File: config.mk
export PLATFORM = sky130hd
export DESIGN_NAME = alu_multicycle
export DESIGN_NICKNAME = d
export VERILOG_FILES = /design/src/rtl/alu_pkg.sv /design/src/rtl/alu_shifter.sv /design/src/rtl/alu_multicycle.sv
export SDC_FILE = /design/constraint.sdc
export NUM_CORES = 1
export LEC_CHECK = 0
export BUFFER_PORTS_ARGS = -buffer_cell sky130_fd_sc_hd__buf_4
export CAP_MARGIN = 20
export CELL_PAD_IN_SITES_DETAIL_PLACEMENT = 1
export CELL_PAD_IN_SITES_GLOBAL_PLACEMENT = 1
export CORE_ASPECT_RATIO = 0.5
export CORE_MARGIN = 2
export CORE_UTILIZATION = 25
export DETAILED_ROUTE_END_ITERATION = 10
export PLACE_DENSITY = 0.52
export REMOVE_ABC_BUFFERS = 1
export SLEW_MARGIN = 25
export SYNTH_ARGS = -nofsm -noshare
export SYNTH_HDL_FRONTEND = slang
export SYNTH_SLANG_ARGS = --single-unit
File: constraint.sdc
create_clock -name CLK -period 6.45 [get_ports CLK]
set_input_delay 0.645 -clock CLK [delete_from_list [all_inputs] [get_ports CLK]]
set_output_delay 0.645 -clock CLK [all_outputs]
set_load 0.02 [all_outputs]
File: src/rtl/alu_pkg.sv
// Shared opcode, shifter-mode and FSM state definitions for the multicycle ALU.
package alu_pkg;

    localparam int OP_W = 4;

    localparam logic [OP_W-1:0] OP_FWD = 4'd0;
    localparam logic [OP_W-1:0] OP_ADD = 4'd1;
    localparam logic [OP_W-1:0] OP_SUB = 4'd2;
    localparam logic [OP_W-1:0] OP_AND = 4'd3;
    localparam logic [OP_W-1:0] OP_OR  = 4'd4;
    localparam logic [OP_W-1:0] OP_XOR = 4'd5;
    localparam logic [OP_W-1:0] OP_SLL = 4'd6;
    localparam logic [OP_W-1:0] OP_SRL = 4'd7;
    localparam logic [OP_W-1:0] OP_SRA = 4'd8;
    localparam logic [OP_W-1:0] OP_ROR = 4'd9;
    localparam logic [OP_W-1:0] OP_MUL = 4'd10;

    // Shifter mode encoding
    localparam logic [1:0] SH_SLL = 2'd0;
    localparam logic [1:0] SH_SRL = 2'd1;
    localparam logic [1:0] SH_SRA = 2'd2;
    localparam logic [1:0] SH_ROR = 2'd3;

    typedef enum logic {
        ST_IDLE = 1'b0,
        ST_MUL  = 1'b1
    } state_t;

endpackage

File: src/rtl/alu_shifter.sv
// Combinational barrel shifter: logical left/right, arithmetic right, rotate right.
// The full-width amount is unsigned; out-of-range amounts saturate except for ROR,
// which wraps modulo WIDTH.
module alu_shifter
    import alu_pkg::*;
#(
    parameter int WIDTH = 8
) (
    input  logic [WIDTH-1:0] a_i,
    input  logic [WIDTH-1:0] amount_i,
    input  logic [1:0]       mode_i,
    output logic [WIDTH-1:0] result_o
);

    localparam int SHW = $clog2(WIDTH);

    logic               in_range;
    logic [SHW-1:0]     amt_lo;
    logic [2*WIDTH-1:0] rot_dbl;

    // Amount is below WIDTH exactly when no bit above the low SHW bits is set
    assign in_range = ((amount_i >> SHW) == '0);
    assign amt_lo   = amount_i[SHW-1:0];
    assign rot_dbl  = {a_i, a_i} >> amt_lo;

    // Select the shifted value for the requested mode
    always_comb begin
        result_o = '0;
        case (mode_i)
            SH_SLL: result_o = in_range ? (a_i << amt_lo) : '0;
            SH_SRL: result_o = in_range ? (a_i >> amt_lo) : '0;
            SH_SRA: result_o = in_range ? WIDTH'($signed(a_i) >>> amt_lo)
                                        : {WIDTH{a_i[WIDTH-1]}};
            default: result_o = rot_dbl[WIDTH-1:0];
        endcase
    end

endmodule

File: src/rtl/alu_multicycle.sv
// Parametrised ALU with registered outputs, START/DONE handshake and an iterative
// shift-add multiplier. Single-cycle ops complete one cycle after accept; MUL holds
// BUSY for WIDTH cycles and completes one cycle later.
module alu_multicycle
    import alu_pkg::*;
#(
    parameter int WIDTH = 8,
    parameter int SHW   = $clog2(WIDTH)
) (
    input  logic              CLK,
    input  logic              RESET,
    input  logic              START,
    input  logic [OP_W-1:0]   SELECT,
    input  logic [WIDTH-1:0]  DATA1,
    input  logic [WIDTH-1:0]  DATA2,
    output logic [WIDTH-1:0]  RESULT,
    output logic [WIDTH-1:0]  RESULT_HI,
    output logic              ZERO,
    output logic              CARRY,
    output logic              OVERFLOW,
    output logic              ERROR,
    output logic              BUSY,
    output logic              DONE
);

    localparam int CW = SHW + 1;
    localparam logic [CW-1:0] CNT_FULL = CW'(WIDTH);

    state_t             state_q;
    logic [WIDTH-1:0]   a_q, b_q;
    logic [2*WIDTH-1:0] acc_q;
    logic [CW-1:0]      count_q;
    logic [WIDTH-1:0]   result_q, result_hi_q;
    logic               zero_q, carry_q, ovf_q, err_q, busy_q, done_q;

    // Single-cycle datapath signals
    logic               is_sub;
    logic [WIDTH-1:0]   b_eff;
    logic [WIDTH:0]     sum_w;
    logic [1:0]         sh_mode;
    logic [WIDTH-1:0]   sh_res;
    logic [WIDTH-1:0]   res_d;
    logic               carry_d, ovf_d, err_d;

    // Multiplier step signals
    logic [CW-1:0]      pos;
    logic [2*WIDTH-1:0] pp;
    logic [2*WIDTH-1:0] acc_d;

    // Adder/subtractor shares one carry chain; SUB is A + ~B + 1
    always_comb begin
        is_sub = (SELECT == OP_SUB);
        b_eff  = is_sub ? ~DATA2 : DATA2;
        sum_w  = {1'b0, DATA1} + {1'b0, b_eff} + {{WIDTH{1'b0}}, is_sub};
    end

    // Map shift opcodes onto the shifter's mode field
    always_comb begin
        sh_mode = SH_SLL;
        case (SELECT)
            OP_SRL:  sh_mode = SH_SRL;
            OP_SRA:  sh_mode = SH_SRA;
            OP_ROR:  sh_mode = SH_ROR;
            default: sh_mode = SH_SLL;
        endcase
    end

    alu_shifter #(.WIDTH(WIDTH)) u_shifter (
        .a_i      (DATA1),
        .amount_i (DATA2),
        .mode_i   (sh_mode),
        .result_o (sh_res)
    );

    // Result and flags of every single-cycle opcode, computed from the live inputs
    always_comb begin
        res_d   = '0;
        carry_d = 1'b0;
        ovf_d   = 1'b0;
        err_d   = 1'b0;
        case (SELECT)
            OP_FWD: res_d = DATA2;
            OP_ADD, OP_SUB: begin
                res_d   = sum_w[WIDTH-1:0];
                carry_d = sum_w[WIDTH];
                ovf_d   = (DATA1[WIDTH-1] == b_eff[WIDTH-1]) &&
                          (sum_w[WIDTH-1] != DATA1[WIDTH-1]);
            end
            OP_AND: res_d = DATA1 & DATA2;
            OP_OR:  res_d = DATA1 | DATA2;
            OP_XOR: res_d = DATA1 ^ DATA2;
            OP_SLL, OP_SRL, OP_SRA, OP_ROR: res_d = sh_res;
            default: err_d = 1'b1;
        endcase
    end

    // One partial product per cycle: LSB of the shifting B selects A placed at
    // the bit position already consumed (WIDTH - remaining count)
    always_comb begin
        pos   = CNT_FULL - count_q;
        pp    = b_q[0] ? ({{WIDTH{1'b0}}, a_q} << pos) : '0;
        acc_d = acc_q + pp;
    end

    // Control FSM with registered outputs; outputs only change on completion
    always_ff @(posedge CLK) begin
        if (RESET) begin
            state_q     <= ST_IDLE;
            a_q         <= '0;
            b_q         <= '0;
            acc_q       <= '0;
            count_q     <= '0;
            result_q    <= '0;
            result_hi_q <= '0;
            zero_q      <= 1'b0;
            carry_q     <= 1'b0;
            ovf_q       <= 1'b0;
            err_q       <= 1'b0;
            busy_q      <= 1'b0;
            done_q      <= 1'b0;
        end else begin
            done_q <= 1'b0;
            case (state_q)
                ST_IDLE: begin
                    if (START) begin
                        if (SELECT == OP_MUL) begin
                            a_q     <= DATA1;
                            b_q     <= DATA2;
                            acc_q   <= '0;
                            count_q <= CNT_FULL;
                            busy_q  <= 1'b1;
                            state_q <= ST_MUL;
                        end else begin
                            result_q    <= res_d;
                            result_hi_q <= '0;
                            zero_q      <= (res_d == '0);
                            carry_q     <= carry_d;
                            ovf_q       <= ovf_d;
                            err_q       <= err_d;
                            done_q      <= 1'b1;
                        end
                    end
                end
                ST_MUL: begin
                    acc_q   <= acc_d;
                    b_q     <= b_q >> 1;
                    count_q <= count_q - 1'b1;
                    if (count_q == CW'(1)) begin
                        result_q    <= acc_d[WIDTH-1:0];
                        result_hi_q <= acc_d[2*WIDTH-1:WIDTH];
                        zero_q      <= (acc_d == '0);
                        carry_q     <= (acc_d[2*WIDTH-1:WIDTH] != '0);
                        ovf_q       <= 1'b0;
                        err_q       <= 1'b0;
                        busy_q      <= 1'b0;
                        done_q      <= 1'b1;
                        state_q     <= ST_IDLE;
                    end
                end
                default: state_q <= ST_IDLE;
            endcase
        end
    end

    assign RESULT    = result_q;
    assign RESULT_HI = result_hi_q;
    assign ZERO      = zero_q;
    assign CARRY     = carry_q;
    assign OVERFLOW  = ovf_q;
    assign ERROR     = err_q;
    assign BUSY      = busy_q;
    assign DONE      = done_q;

endmodule

==> Yosys cells after proc, flatten, opt, wreduce, memory -nomap -nowiden <==
Cells that the tools add are included.
{ "word_totals": {"regBits": 59, "wordCells": 115} }
{ "classes": {"eq_ne": 19, "n_reduce_logical": 14, "bitwise": 5, "n_addsub": 5, "shift": 5, "n_mux": 54} }
{ "op_table": {"columns": ["cell", "n"], "rows": [
  ["$mux W8", 12],
  ["$mux W16", 3],
  ["$pmux W8 S2", 3],
  ["$pmux W8 S6", 1],
  ["$pmux W16 S2", 1],
  ["$pmux W8 S3", 1],
  ["$mux W1", 22],
  ["$add A16 B16 Y16", 1],
  ["$eq A4 B3 Y1 const B", 4],
  ["$logic_not A16 Y1", 1],
  ["$logic_not A8 Y1", 2],
  ["$shl A8 B4 Y16", 1],
  ["$shr A16 B3 Y8", 1],
  ["$pmux W1 S2", 7],
  ["$eq A4 B4 Y1 const B", 3],
  ["$reduce_or A10 Y1", 1],
  ["$add A8 B8 Y9", 1],
  ["$add A9 B1 Y9", 1],
  ["$reduce_and A3 Y1", 3],
  ["$and A8 B8 Y8", 1],
  ["$eq A4 B1 Y1 const B", 2],
  ["$eq A4 B2 Y1 const B", 2],
  ["$mux W4", 2],
  ["$not A8 Y8", 1],
  ["other kinds (23)", 25]
]} }

==> Depth between registers and ports, before layout <==
{ "logic_depth": {"ltp_word": 10, "mapped_depth": 21, "depth_no_buf": 18} }

==> By module <==
Synthesis repeated with hierarchy kept, for this count alone.
{ "unflattened": {"cells_unflattened": 772, "hier_area_um2": 5741.8} }
{ "by_module_without_submodules": {"columns": ["module", "cells_each", "area_per_inst_um2", "instances"], "rows": [
  ["alu_multicycle", 637, 4752.1, 1],
  ["alu_shifter", 135, 989.7, 1]
]} }

==> Least setup slack after synthesis <==
OpenSTA, ideal clock, no wires.
{ "synth_path": {"path_kind": "register to register", "from": "reg count_q[0]", "to": "reg carry_q, in the netlist CARRY", "setup_time_ps": 132, "n_path_buf": 3, "required_ps": 6318, "path_stages_with_launch": 18, "t_arrival_ps": 4191, "slack_ps": 2127, "period_less_slack_ps": 4323, "path_cell_list": "dfxtp_1 > buf_6 > clkbuf_1 > inv_1 > ha_1 > buf_6 > mux4_2 > mux2_2 > and3_1 > ha_1 > a21oi_1 > o211ai_1 > a211o_1 > a21o_1 > a2111o_1 > nor4b_2 > a2bb2oi_1 > a21oi_1"} }
{ "synth_via": {"elab_chain_len": 7} }
{ "synth_lines": {"columns": ["element", "line", "text"], "rows": [
  ["from (decl)", "alu_multicycle.sv:32", "logic [CW-1:0] count_q;"],
  ["from (signal assigned)", "alu_multicycle.sv:147", "count_q <= count_q - 1'b1;"],
  ["$sub A4 B4 Y4", "alu_multicycle.sv:100", "pos = CNT_FULL - count_q;"],
  ["$shl A8 B4 Y16", "alu_multicycle.sv:101", "pp = b_q[0] ? ({{WIDTH{1'b0}}, a_q} << pos) : '0;"],
  ["$mux W16", "alu_multicycle.sv:101", null],
  ["$add A16 B16 Y16", "alu_multicycle.sv:102", "acc_d = acc_q + pp;"],
  ["$reduce_bool A8 Y1", "alu_multicycle.sv:152", "carry_q <= (acc_d[2*WIDTH-1:WIDTH] != '0);"],
  ["$mux W1", "alu_multicycle.sv:148", "if (count_q == CW'(1)) begin"],
  ["$pmux W1 S2", "alu_multicycle.sv:123", "case (state_q)"],
  ["to (signal assigned)", "alu_multicycle.sv:137", "carry_q <= carry_d;"],
  ["to (signal assigned)", "alu_multicycle.sv:152", null],
  ["to (decl)", "alu_multicycle.sv:34", "logic zero_q, carry_q, ovf_q, err_q, busy_q, done_q;"]
]} }
Parallel ways exist; a longest one is shown, timed or not. The select of a mux whose other input is x is not followed.
A chain may end at the register's enable or synchronous reset.

==> Worst setup path in the final report <==
Same ends and word-level chain as after synthesis.

==> summary.md <==
The run finished with clean final reports. Net switching is 28.9% of the power. The logs give 25.4% for the starting density of the core and 1.18 mW for the power after layout.

The mean instance size in the synthesized netlist is 7.44 µm². The cell repeated most along the worst path is sky130_fd_sc_hd__o21ai_0. The run gives 39 as the number of placement rows. Setup violations remaining at the end of the flow were counted as 0. The post-placement cell area is 0.00632 mm².

The overall overflow remaining after global route was 0. The area of the placeable core was 0.0227 mm²; the share of async-settable or async-resettable flops after synthesis was 0%. The number of gates resized after cts was 0; the xor/xnor share of the synthesized area was 4.50%.

The count of buffers from port buffering is 44. The run gives 2.54 nW as the leakage dissipation. The logs give 1082 for the cell total after placement and 5818 for the total number of vias. The type of the tightest min-delay check is register to register. After layout, the minimum clock period comes to 5.32 ns. The synthesized design contains 59 register bits. The synthesis warning total is 0.

Global routing used 17.6% of the available tracks. The final-stage net count is 853, and the power per unit of standard cell area is 177 mW/mm². The share of the yosys chip area belonging to registers is 20.4%, and the share of post-route cells with drive strength above 1 is 12.5%. The internal cell power is 0.839 mW.

Before CTS, the worst setup slack after placement is 1.13 ns. The worst path buffer plus inverter count works out to 1. Combinational cells account for 20.6% of the total power. The tools report the total count of max-transition violations in the final report as 0.

The area growth from synthesis to layout is 15.0%. After Yosys synthesis, full adders, half adders and majority gates account for 9.78% of the synthesized area. The cell with the largest stage delay on the worst path is sky130_fd_sc_hd__ha_1. The final hold violation count was 0; the worst-path maximum fanout was 19.

Setup repair after global routing left no endpoint under its margin. Type of origin of the critical path: a register. The core occupancy in the finished layout is 29.3%, and the antenna violation net count after detailed routing is 0. The tools report the via count of the first global-routing pass as 5920. At the pin with the least slew margin, the transition time is 0.855 ns. TritonCTS built the clock tree. 45 I/O pins were placed.

The clock network burns 47.4% of the power. The worst setup path is captured at a register. The tools report the cell chosen for the clock root as sky130_fd_sc_hd__clkbuf_16. The type of the setup path with the least slack was register to register. Walking the worst path, the cells encountered are inv_1 -> ha_1 -> mux2_2 -> o21ai_0 -> o21ai_0 -> nor2b_1 -> ha_1 -> o21ai_0 -> o211ai_1 -> nand3_1 -> a21o_1 -> a311oi_1 -> nor4b_2 -> a2bb2oi_1 -> a21oi_1. The congestion estimate from routability-driven global placement came to 0.859. For this design the total switching power over the nets is 0.341 mW. Using the TritonRoute via totals, the vias-per-cell ratio works out to 5.30. The pin count of the biggest net entering global routing came out at 59. The setup slack after layout came out at 1.13 ns. Static timing analysis puts the maximum clock frequency at 0.188 GHz. The post-CTS repair timing setup buffer count is 0. Dividing the final minimum period by the clock period gives 82.5%. In the synthesized netlist, mux cells make up 8.05% of the area.

The cell area that synthesis handed to floorplanning was 0.00578 mm². The synthesized netlist devotes 24.9% of its cell area to compound gates. Main combinational cell family by area after synthesis: simple AND/OR/NAND/NOR gates. The number of sinks on the clock net was 59; the post-detailed-placement half-perimeter wirelength was 15400 µm. The detailed-router iteration count before antenna repair was 6.

Summed over all layers, the routed wires come to 21100 µm. The total clock buffers created by CTS is 9, and the worst max-slew margin expressed relative to the limit is 42.7%. For the post-cts hold buffer count, the log shows 0. The count of distinct cell types in the synthesized netlist is 81.

The DRC violations left was 0. The clock latency reported for the late side of the worst-skew pair came out at 0.34 ns. The post-route cell area was 0.00665 mm²; the count of inserted antenna diode cells was 0. Most common flop cell mapped by yosys: sky130_fd_sc_hd__dfxtp_1.

For this block, the initial DRC count from the detailed router was 281. The floorplan die area is 0.0244 mm², and the final hold slack is 0.450 ns. Overall die height: 112 µm. After detailed routing, the average wire length per cell comes to 19.2 µm. Across the run, the number of max-cap violations was 0. For the data arrival at the endpoint of the critical path, the log shows 5.52 ns.

VDD sags by at most 0.121 mV. The worst path required time was 6.65 ns; the overall die width was 219 µm. Excluding fillers, the count of instances in the completed layout stands at 1098.

Clock-pin slew was measured on the worst setup and hold paths at 0.06 ns. The worst clock skew is 0.00987 ns. Among cell families on the critical path, the largest total delay comes from compound AO/OA/AOI/OAI gates.

Of the total synthesized cell area, the portion taken by AND, OR, NAND and NOR gates is 25.9%. The number of standard cells after synthesis is 777. The initial antenna violation count is 0.

In the final timing run, aggregate negative setup slack is 0 ns. The tools report the worst-case clock buffer depth as 2. Counting flops with a built-in enable in the synthesized netlist gives 0.

Sequential cells burn 32.0% of the power. The first global-routing pass estimated 33600 µm of wire. CTS built an H-tree with a depth of 3. The largest single stage delay on the critical path is 0.80 ns.
-- cells in the mapped netlist, types with 7 or more instances --
cell type                  instances  area [µm²]
sky130_fd_sc_hd__buf_2            13        65.1
sky130_fd_sc_hd__mux2i_1          15         150
sky130_fd_sc_hd__o211ai_1          7        52.6
sky130_fd_sc_hd__ha_1             42         526
sky130_fd_sc_hd__nor4_1            7        43.8
sky130_fd_sc_hd__dfxtp_1          59        1180
sky130_fd_sc_hd__inv_1            27         101
sky130_fd_sc_hd__a211oi_1         14         105
sky130_fd_sc_hd__nand3_1          37         185
sky130_fd_sc_hd__nor2_1           92         345
sky130_fd_sc_hd__a22oi_1          15         113
sky130_fd_sc_hd__nor2b_1          11        68.8
sky130_fd_sc_hd__nand2_1          82         308
sky130_fd_sc_hd__a21oi_1          84         420
sky130_fd_sc_hd__xnor2_1          21         184
sky130_fd_sc_hd__a21o_1            8        60.1
sky130_fd_sc_hd__a31oi_1           8        50.1
sky130_fd_sc_hd__nand4_1           7        43.8
sky130_fd_sc_hd__o21ai_0          32         160
sky130_fd_sc_hd__clkbuf_1         30         113
sky130_fd_sc_hd__and2_1            8        50.1
sky130_fd_sc_hd__nor3_1           20         100
sky130_fd_sc_hd__mux4_2           11         248
-- kinds of logic after synthesis --
family                   count (synthesis)
multiplexers                            32
flip-flops                              59
buffers and inverters                   85
adder cells (fa/ha/maj)                 44
XOR/XNOR                                28
AO/OA/AOI/OAI                          225
AND/OR/NAND/NOR                        304
-- cell type report --
type / count / area [µm²]
clock buffers: 12 / 236
clock inverters: 4 / 98.8
fillers: 2811 / 16100
inverters: 31 / 116
multi-input cells: 633 / 4250
flip-flops and latches: 59 / 1180
well taps: 307 / 384
repair buffers: 52 / 390
-- worst register-to-register path: stages, from the launching register on --
cell	delay, ns
sky130_fd_sc_hd__dfxtp_1	0.71
sky130_fd_sc_hd__inv_1	0.24
sky130_fd_sc_hd__ha_1	0.80
sky130_fd_sc_hd__mux2_2	0.43
sky130_fd_sc_hd__o21ai_0	0.25
sky130_fd_sc_hd__o21ai_0	0.15
sky130_fd_sc_hd__nor2b_1	0.19
sky130_fd_sc_hd__ha_1	0.34
sky130_fd_sc_hd__o21ai_0	0.15
sky130_fd_sc_hd__o211ai_1	0.39
sky130_fd_sc_hd__nand3_1	0.20
sky130_fd_sc_hd__a21o_1	0.22
sky130_fd_sc_hd__a311oi_1	0.39
sky130_fd_sc_hd__nor4b_2	0.46
sky130_fd_sc_hd__a2bb2oi_1	0.19
sky130_fd_sc_hd__a21oi_1	0.07
-- power by group through the flow --
stage	registers [mW]	clock network, mW	logic [mW]
finish	0.378	0.559	0.244
global route	0.378	0.593	0.267
CTS	0.378	0.578	0.245
detailed placement	0.386	0	0.243
global placement	0.385	0	0.242
floorplan	0.391	0	0.133
-- path summary, 6_finish.rpt --
path / start / cells past startpoint / slack [ns] / endpoint
worst max-delay path: count_q[0] / 15 / 1.13 / CARRY
worst min-delay path: RESULT_HI[2] / 2 / 0.45 / RESULT_HI[2]
worst min register to register: RESULT_HI[2] / 2 / 0.45 / RESULT_HI[2]
worst max register to register: count_q[0] / 15 / 1.13 / CARRY
-- sequential cells by signal (all words and copies together), names as in the netlist --
| signal | count |
|---|---|
| RESULT | 8 |
| ERROR | 1 |
| BUSY | 1 |
| acc_q | 16 |
| RESULT_HI | 8 |
| state_q | 1 |
| CARRY | 1 |
| DONE | 1 |
| OVERFLOW | 1 |
| ZERO | 1 |
| a_q | 8 |
| count_q | 4 |
| b_q | 8 |
-- per-layer routing --
metal	global-route usage, %	up-vias	part of all wire [%]
met5	0	-	0
met1	23.8	2849	49
met4	3.92	0	1.4
li1	-	2847	-
met2	29.1	104	46
met3	3.28	18	3.2
-- cell usage in the layout, fill, tap and decap left out, drive strengths merged, types with 7 or more instances in the layout --
cell    count
mux2i      15
buf        52
o211ai      7
mux4       11
xnor2      21
ha         42
a21oi      85
dfxtp      59
inv        28
a31oi       8
nand4       7
nor2b      11
and2        8
clkbuf     12
o21ai      34
nor4        7
xor2        7
nor2       94
a21o        8
a211oi     15
nand3      38
nor3       21
a22oi      15
nand2      82
(Power assumes the default switching activity.)
